<file path="config.mk">
export PLATFORM = sky130hd
export DESIGN_NAME = fp_pipe_ctrl
export DESIGN_NICKNAME = d
export VERILOG_FILES = /design/src/rtl/fpu_pkg.sv /design/src/rtl/fp_stage_reg.sv /design/src/rtl/fp_pipe_ctrl.sv
export SDC_FILE = /design/constraint.sdc
export NUM_CORES = 1
export LEC_CHECK = 0
export BUFFER_PORTS_ARGS = -buffer_cell sky130_fd_sc_hd__buf_4
export CAP_MARGIN = 20
export CORE_UTILIZATION = 25
export DETAILED_ROUTE_END_ITERATION = 12
export HOLD_SLACK_MARGIN = 0.1
export PLACE_DENSITY_LB_ADDON = 0.15
export SETUP_SLACK_MARGIN = 0.1
export SLEW_MARGIN = 0
export SYNTH_ARGS = -nofsm -noshare
export SYNTH_HDL_FRONTEND = slang
export SYNTH_SLANG_ARGS = --single-unit
</file>
<file path="constraint.sdc">
create_clock -name clk -period 0.8 [get_ports clk]
set_input_delay 0.16 -clock clk [delete_from_list [all_inputs] [get_ports clk]]
set_output_delay 0.16 -clock clk [all_outputs]
set_load 0.01 [all_outputs]
</file>
<file path="src/rtl/fpu_pkg.sv">
// Shared FPU pipeline-control definitions: op-code encodings, div/sqrt FSM
// states, default iteration length and the per-stage record.
package fpu_pkg;

  localparam logic [2:0] FC_ADD  = 3'b000;
  localparam logic [2:0] FC_SUB  = 3'b001;
  localparam logic [2:0] FC_MUL  = 3'b010;
  localparam logic [2:0] FC_DIV  = 3'b100;
  localparam logic [2:0] FC_SQRT = 3'b101;

  localparam int DS_CYC_DEF = 8;

  typedef enum logic {
    ST_IDLE = 1'b0,
    ST_ITER = 1'b1
  } ds_state_e;

  typedef struct packed {
    logic       w;
    logic [4:0] n;
    logic [2:0] c;
  } fp_stage_t;

  function automatic logic is_divsqrt(input logic [2:0] fc);
    return (fc == FC_DIV) || (fc == FC_SQRT);
  endfunction

endpackage

</file>
<file path="src/rtl/fp_stage_reg.sv">
// One pipeline stage register: hold when disabled, optional bubble insert,
// and an empty record whenever the incoming op does not write.
module fp_stage_reg
  import fpu_pkg::*;
(
  input  logic      clk,
  input  logic      rst,
  input  logic      en_i,
  input  logic      bub_i,
  input  fp_stage_t d_i,
  output fp_stage_t q_o
);

  fp_stage_t q_q;

  always_ff @(posedge clk or posedge rst) begin
    if (rst) begin
      q_q <= '0;
    end else if (en_i) begin
      if (bub_i || !d_i.w) q_q <= '0;
      else                 q_q <= d_i;
    end
  end

  assign q_o = q_q;

endmodule

</file>
<file path="src/rtl/fp_pipe_ctrl.sv">
// FPU E1->E2->E3->WB control pipeline. Define FPU_DIVSQRT_EN to build the
// iterative fdiv/fsqrt stall FSM; otherwise every op is single-pass.
module fp_pipe_ctrl
  import fpu_pkg::*;
#(
  parameter int DS_CYC = DS_CYC_DEF
) (
  input  logic       clk,
  input  logic       rst,
  input  logic       wf,
  input  logic [4:0] fd,
  input  logic [2:0] fc,
  output logic       e1w,
  output logic [4:0] e1n,
  output logic [2:0] e1c,
  output logic       e2w,
  output logic [4:0] e2n,
  output logic       e3w,
  output logic [4:0] e3n,
  output logic       wwf,
  output logic [4:0] wwn,
  output logic       stall_div_sqrt
);

  fp_stage_t id_s, e1_s, e2_s, e3_s, wb_s;
  logic      stall;

  assign id_s = '{w: wf, n: fd, c: fc};

  // E1 freezes on the iterating op while E2 takes bubbles behind it.
  fp_stage_reg u_e1 (.clk(clk), .rst(rst), .en_i(!stall), .bub_i(1'b0),  .d_i(id_s), .q_o(e1_s));
  fp_stage_reg u_e2 (.clk(clk), .rst(rst), .en_i(1'b1),   .bub_i(stall), .d_i(e1_s), .q_o(e2_s));
  fp_stage_reg u_e3 (.clk(clk), .rst(rst), .en_i(1'b1),   .bub_i(1'b0),  .d_i(e2_s), .q_o(e3_s));
  fp_stage_reg u_wb (.clk(clk), .rst(rst), .en_i(1'b1),   .bub_i(1'b0),  .d_i(e3_s), .q_o(wb_s));

`ifdef FPU_DIVSQRT_EN
  ds_state_e  state_q, state_d;
  logic [4:0] cnt_q, cnt_d;

  always_ff @(posedge clk or posedge rst) begin
    if (rst) begin
      state_q <= ST_IDLE;
      cnt_q   <= '0;
    end else begin
      state_q <= state_d;
      cnt_q   <= cnt_d;
    end
  end

  // Triggers on the ID op being latched into E1, so a div/sqrt queued behind
  // another one re-enters ITER without an idle gap.
  always_comb begin
    state_d = state_q;
    cnt_d   = cnt_q;
    case (state_q)
      ST_IDLE: if (wf && is_divsqrt(fc)) begin
        state_d = ST_ITER;
        cnt_d   = 5'(DS_CYC - 1);
      end
      ST_ITER: if (cnt_q != 5'd0) cnt_d = cnt_q - 5'd1;
               else               state_d = ST_IDLE;
      default: state_d = ST_IDLE;
    endcase
  end

  assign stall = (state_q == ST_ITER);
`else
  localparam int unused_ds_cyc = DS_CYC;
  assign stall = 1'b0;
`endif

  logic unused_wb_c;
  assign unused_wb_c = ^wb_s.c;

  assign e1w = e1_s.w;
  assign e1n = e1_s.n;
  assign e1c = e1_s.c;
  assign e2w = e2_s.w;
  assign e2n = e2_s.n;
  assign e3w = e3_s.w;
  assign e3n = e3_s.n;
  assign wwf = wb_s.w;
  assign wwn = wb_s.n;
  assign stall_div_sqrt = stall;

endmodule

</file>
=== Word-level counts from Yosys, hierarchy flattened ===
Index checks and enable logic that the tools add are counted.

* Flip-flop bits (word level): 33
* Bits in latches: 0
* Bits in writable memories: 0
* Memory bits (read-only): 0
* Bits of input ports: 11
* Output and inout port bits: 28
* Word-level logic and storage cells: 15
* Memories: 0

* $add $sub $neg: 0
* Multipliers: 0
* Divide/modulo/power cells: 0
* Order comparisons: 0
* Eq/ne operators: 0
* Shift-type cells: 0
* Multiplexer cells: 4
* Bitwise logic cells: 0
* Reduce and logical (&&, ||, !) cells: 0

{| class="wikitable"
|+ Operators with widths
! kind !! number
|-
| 2-to-1 mux 9 bit || 4
|}

=== Logic depth before layout (Yosys ltp) ===
* Word-level depth: 1
* Depth in mapped cells: 1
* Depth with buffers taken out: 1

=== By module ===
From an unflattened synthesis, not the netlist that was laid out.

* Cell total of the unflattened synthesis: 163
* Area total of the unflattened synthesis: 1861.8 um^2

{| class="wikitable"
|+ By module, submodules not included
! module !! instances !! cells each !! area an instance (um^2) !! seq. area each (um^2)
|-
| fp_stage_reg || 4 || 40 || 461.7 || 225.2
|-
| fp_pipe_ctrl || 1 || 3 || 15.0 || 0.0
|}

=== Least setup slack after synthesis ===
No wires, ideal clock.

* Path kind: flip-flop to flip-flop
* Start point: reg u_e1.q_q (netlist bit u_e1.q_o[8])
* End point: reg u_e2.q_q (netlist bit u_e2.q_o[3])
* Library setup time: 0.119 ns
* Arrival: 0.587 ns
* Data required time: 0.681 ns
* Slack: 0.094 ns
* Stages on the path, launching flop included: 2
* Buffers on the path: 0
* Clock period less this slack: 0.706 ns
* Cells stage by stage: dfrtp_1 > and2_1

* Word-level cells in the longest chain between the ends: 1

{| class="wikitable"
|+ Ends and longest elaborated chain
! element !! RTL line !! source
|-
| from (decl) || fp_stage_reg.sv:14 || <nowiki>fp_stage_t q_q;</nowiki>
|-
| from (signal assigned) || fp_stage_reg.sv:21 || <nowiki>else q_q <= d_i;</nowiki>
|-
| 2-to-1 mux 9 bit || fp_stage_reg.sv:20 || <nowiki>if (bub_i || !d_i.w) q_q <= '0;</nowiki>
|-
| to (signal assigned) || fp_stage_reg.sv:21 ||
|-
| to (decl) || fp_stage_reg.sv:14 ||
|}

No other way between the ends.

=== Final worst setup path ===
* Start point: reg u_e3.q_q (netlist bit u_e3.q_o[8])
* End point: out e3w

{| class="wikitable"
|+ RTL lines
! element !! RTL line !! source
|-
| from (decl) || fp_stage_reg.sv:14 ||
|-
| from (signal assigned) || fp_stage_reg.sv:21 ||
|-
| to (decl) || fp_pipe_ctrl.sv:18 || <nowiki>output logic e3w,</nowiki>
|}

No word-level cell between the ends.

==> results.cfg <==
[synthesis]
yosys.area.top_type_share = 0.810
ys.warnings.count = 0
synth.area.top_cells = dfrtp_1 (81%), and2_1 (17%), buf_4 (0.90%)
synth.avg_cell_area_um2 = 15.7
synthMuxAreaShare = 0
synth_fa_ha_area_frac = 0
yosys.area_share.simple = 0.172
synth_nets = 64
synth_xor_xnor_area_share = 0
synth_area_leader_cell = dfrtp_1
synth_compound_area_frac = 0
yosys_register_bits = 27
syn_area_um2 = 835
ys_types = 5
syn_inst = 53
ys_seq_area_frac = 0.810
synth_top_family_by_area = simple AND/OR/NAND/NOR gates

[pwr]
seqPwrFrac = 0.624
power.share.switching = 0.229
switchingPower_w = 0.000530
internal_power_w = 0.00179
combPwrFrac = 0.124
leakage_nw = 0.704
clkPwrFrac = 0.252
p_per_area_mw_per_mm2 = 1650
ir_drop_mv = 0.683

[sta]
whs_ns = 0.0442
setup_viol = 33
post-route-min-period_ns = 1.04
rsz0062_at_grt = true
finalMaxSlewViolations = 0
skew_ns = 0.00566
fin_ws_ns = -0.242
final-hold-violation-count = 0
fmax_ghz = 0.959
timing.setup.tns_ns = -5.78
period_share = 1.30

[placement]
dp.cells = 134
globalplace.congestion = 0.615
io_buffers = 37
dp_hpwl_um = 972

[floorplan]
ios = 39
die_h_um = 59.8
die-area_mm2 = 0.00357
num_rows = 20
initial_core_util = 0.269
core_mm2 = 0.00310
floorplan.die.width_um = 59.8

[layout]
area_growth_pct = 68.2
final_nets = 115
instances_no_fill = 147
final_layout_size_suffix_gt1_frac = 0.476
diodes = 0
final_util = 0.452
num-fill-cells = 302

[worst_setup_path]
crit_arrival_ns = 0.88
critPathBufInv = 1
startpoint = u_e3.q_o[8]
setup.worst_path.end_class = primary output
slowest_delay_ns = 0.43
path_cells = buf_6
critical_path_class = reg -> out
crit_family = flip-flops
start_kind = flop
critPathMaxFanout = 2
reg2regPathDepth = 2
regToRegStartpoint = u_e2.q_o[8]
cpMaxStageDelayCell = dfrtp_1
r2r-end = u_e3.q_o[4]
cp.required_ns = 0.64
reg2reg_slack_ns = 0

[status]
status = complete, but fails checks
violations = setup timing

[routing]
vias_per_cell = 3.69
drt_pass1_iterations = 2
drtAntennaViolNets = 0
drtIter0Drc = 11
drt_wl_total_um = 1400
avgRoutedWirePerCell_um = 9.53
drc = 0
vias = 542

[grt]
grtUsageTotal = 0.0885
antenna_found_initial = 0
overflow = 0
grt_max_degree = 28
grt_pass1_wl_um = 2300
grt_pass1_vias = 560

[min_path]
whs_path_depth = 2
hp-class = in -> reg
min-delay-start = fd[2]
hold_end = u_e1.q_o[5]

[clocking]
ctsHtreeMaxLevel = 1
cts_tree = done
clock_path_buffers = 2
cts.sinks = 27
clk_latency_ns = 0.32
root_buffer = clkbuf_4
cts_buffers = 3
clk_pin_slew_ns = 0.15

[flow_run]
cap_violations = 0
synth_stat cells:
cell	count
and2_1	23
inv_1	1
buf_4	1
dfrtp_1	27
conb_1	1
stage by stage:
stage / power [W] / instance area [um2] / setup WS [ns]
after floorplan: 0.00155 / 838 / 0.113
after global placement: 0.00169 / 1180 / 0.0745
after detailed placement: 0.00169 / 1180 / 0.0606
after CTS: 0.00235 / 1370 / -0.251
after global routing: 0.00248 / 1400 / -0.300
final: 0.00232 / 1400 / -0.242
cell type report:
class | instances | area [um2] | share of cell area
well taps | 44 | 55.1 | 0.0392
clock buffers | 3 | 22.5 | 0.0160
multi-input cells | 24 | 153 | 0.109
flip-flops and latches | 27 | 676 | 0.481
inverters | 1 | 7.51 | 0.00535
repair buffers | 47 | 483 | 0.344
clock inverters | 1 | 7.51 | 0.00535
how the worst max path moves through the flow:
stage             endpoint  slack (ns)  depth (start not counted)
2_1_floorplan  u_e2.q_o[3]        0.11                          1
3_3_place_gp           e2w        0.07                          1
3_5_place_dp           e1w        0.06                          1
4_1_cts                e2w       -0.25                          1
5_1_grt             e1n[4]       -0.30                          1
6_report               e3w       -0.24                          1
power groups by stage:
stage	registers, W	logic (W)	clock network [W]
floorplan	0.00149	0.0000533	0
global placement	0.00147	0.000218	0
detailed placement	0.00147	0.000220	0
CTS	0.00145	0.000280	0.000626
global route	0.00145	0.000316	0.000705
finish	0.00145	0.000288	0.000585
routing by layer:
| layer | vias to the layer above | global-route usage | routed length [um] |
|---|---|---|---|
| met5 | - | 0 | 0 |
| met4 | 0 | 0.0498 | 8 |
| met3 | 2 | 0.0281 | 122 |
| met2 | 27 | 0.165 | 805 |
| met1 | 258 | 0.0840 | 465 |
| li1 | 255 | - | - |
registers in the layout, summed over array words and instances (netlist names):
register,count
u_e2.q_o,6
u_wb.q_o,6
u_e3.q_o,6
u_e1.q_o,9
cell usage in the layout, fill, tap and decap left out:
cell type / count
buf_6: 28
buf_12: 1
and2_4: 2
clkbuf_4: 3
clkinvlp_4: 2
dlygate4sd3_1: 5
dfrtp_1: 27
and2_1: 21
conb_1: 1
buf_4: 13
cells by family (layout without fill, tap and decap cells):
logic type / after synthesis / count (layout)
buffers and inverters: 2 / 52
flip-flops: 27 / 27
other: 1 / 1
AND/OR/NAND/NOR: 23 / 23
worst reg2reg max path: stages, from the launching register on:
cell     delay (ns)
dfrtp_1        0.43
buf_4          0.15
and2_1         0.13
timing repair:
| item | 4_1_cts | 5_1_grt |
|---|---|---|
| setup buffers | 4 | 0 |
| hold buffers | 2 | 4 |
| endpoints found under the setup margin | 38 | 51 |
| endpoints found under the hold margin | 36 | 9 |
| resized for setup | 27 | 3 |
Note: power is estimated with default switching activity, not from simulation.
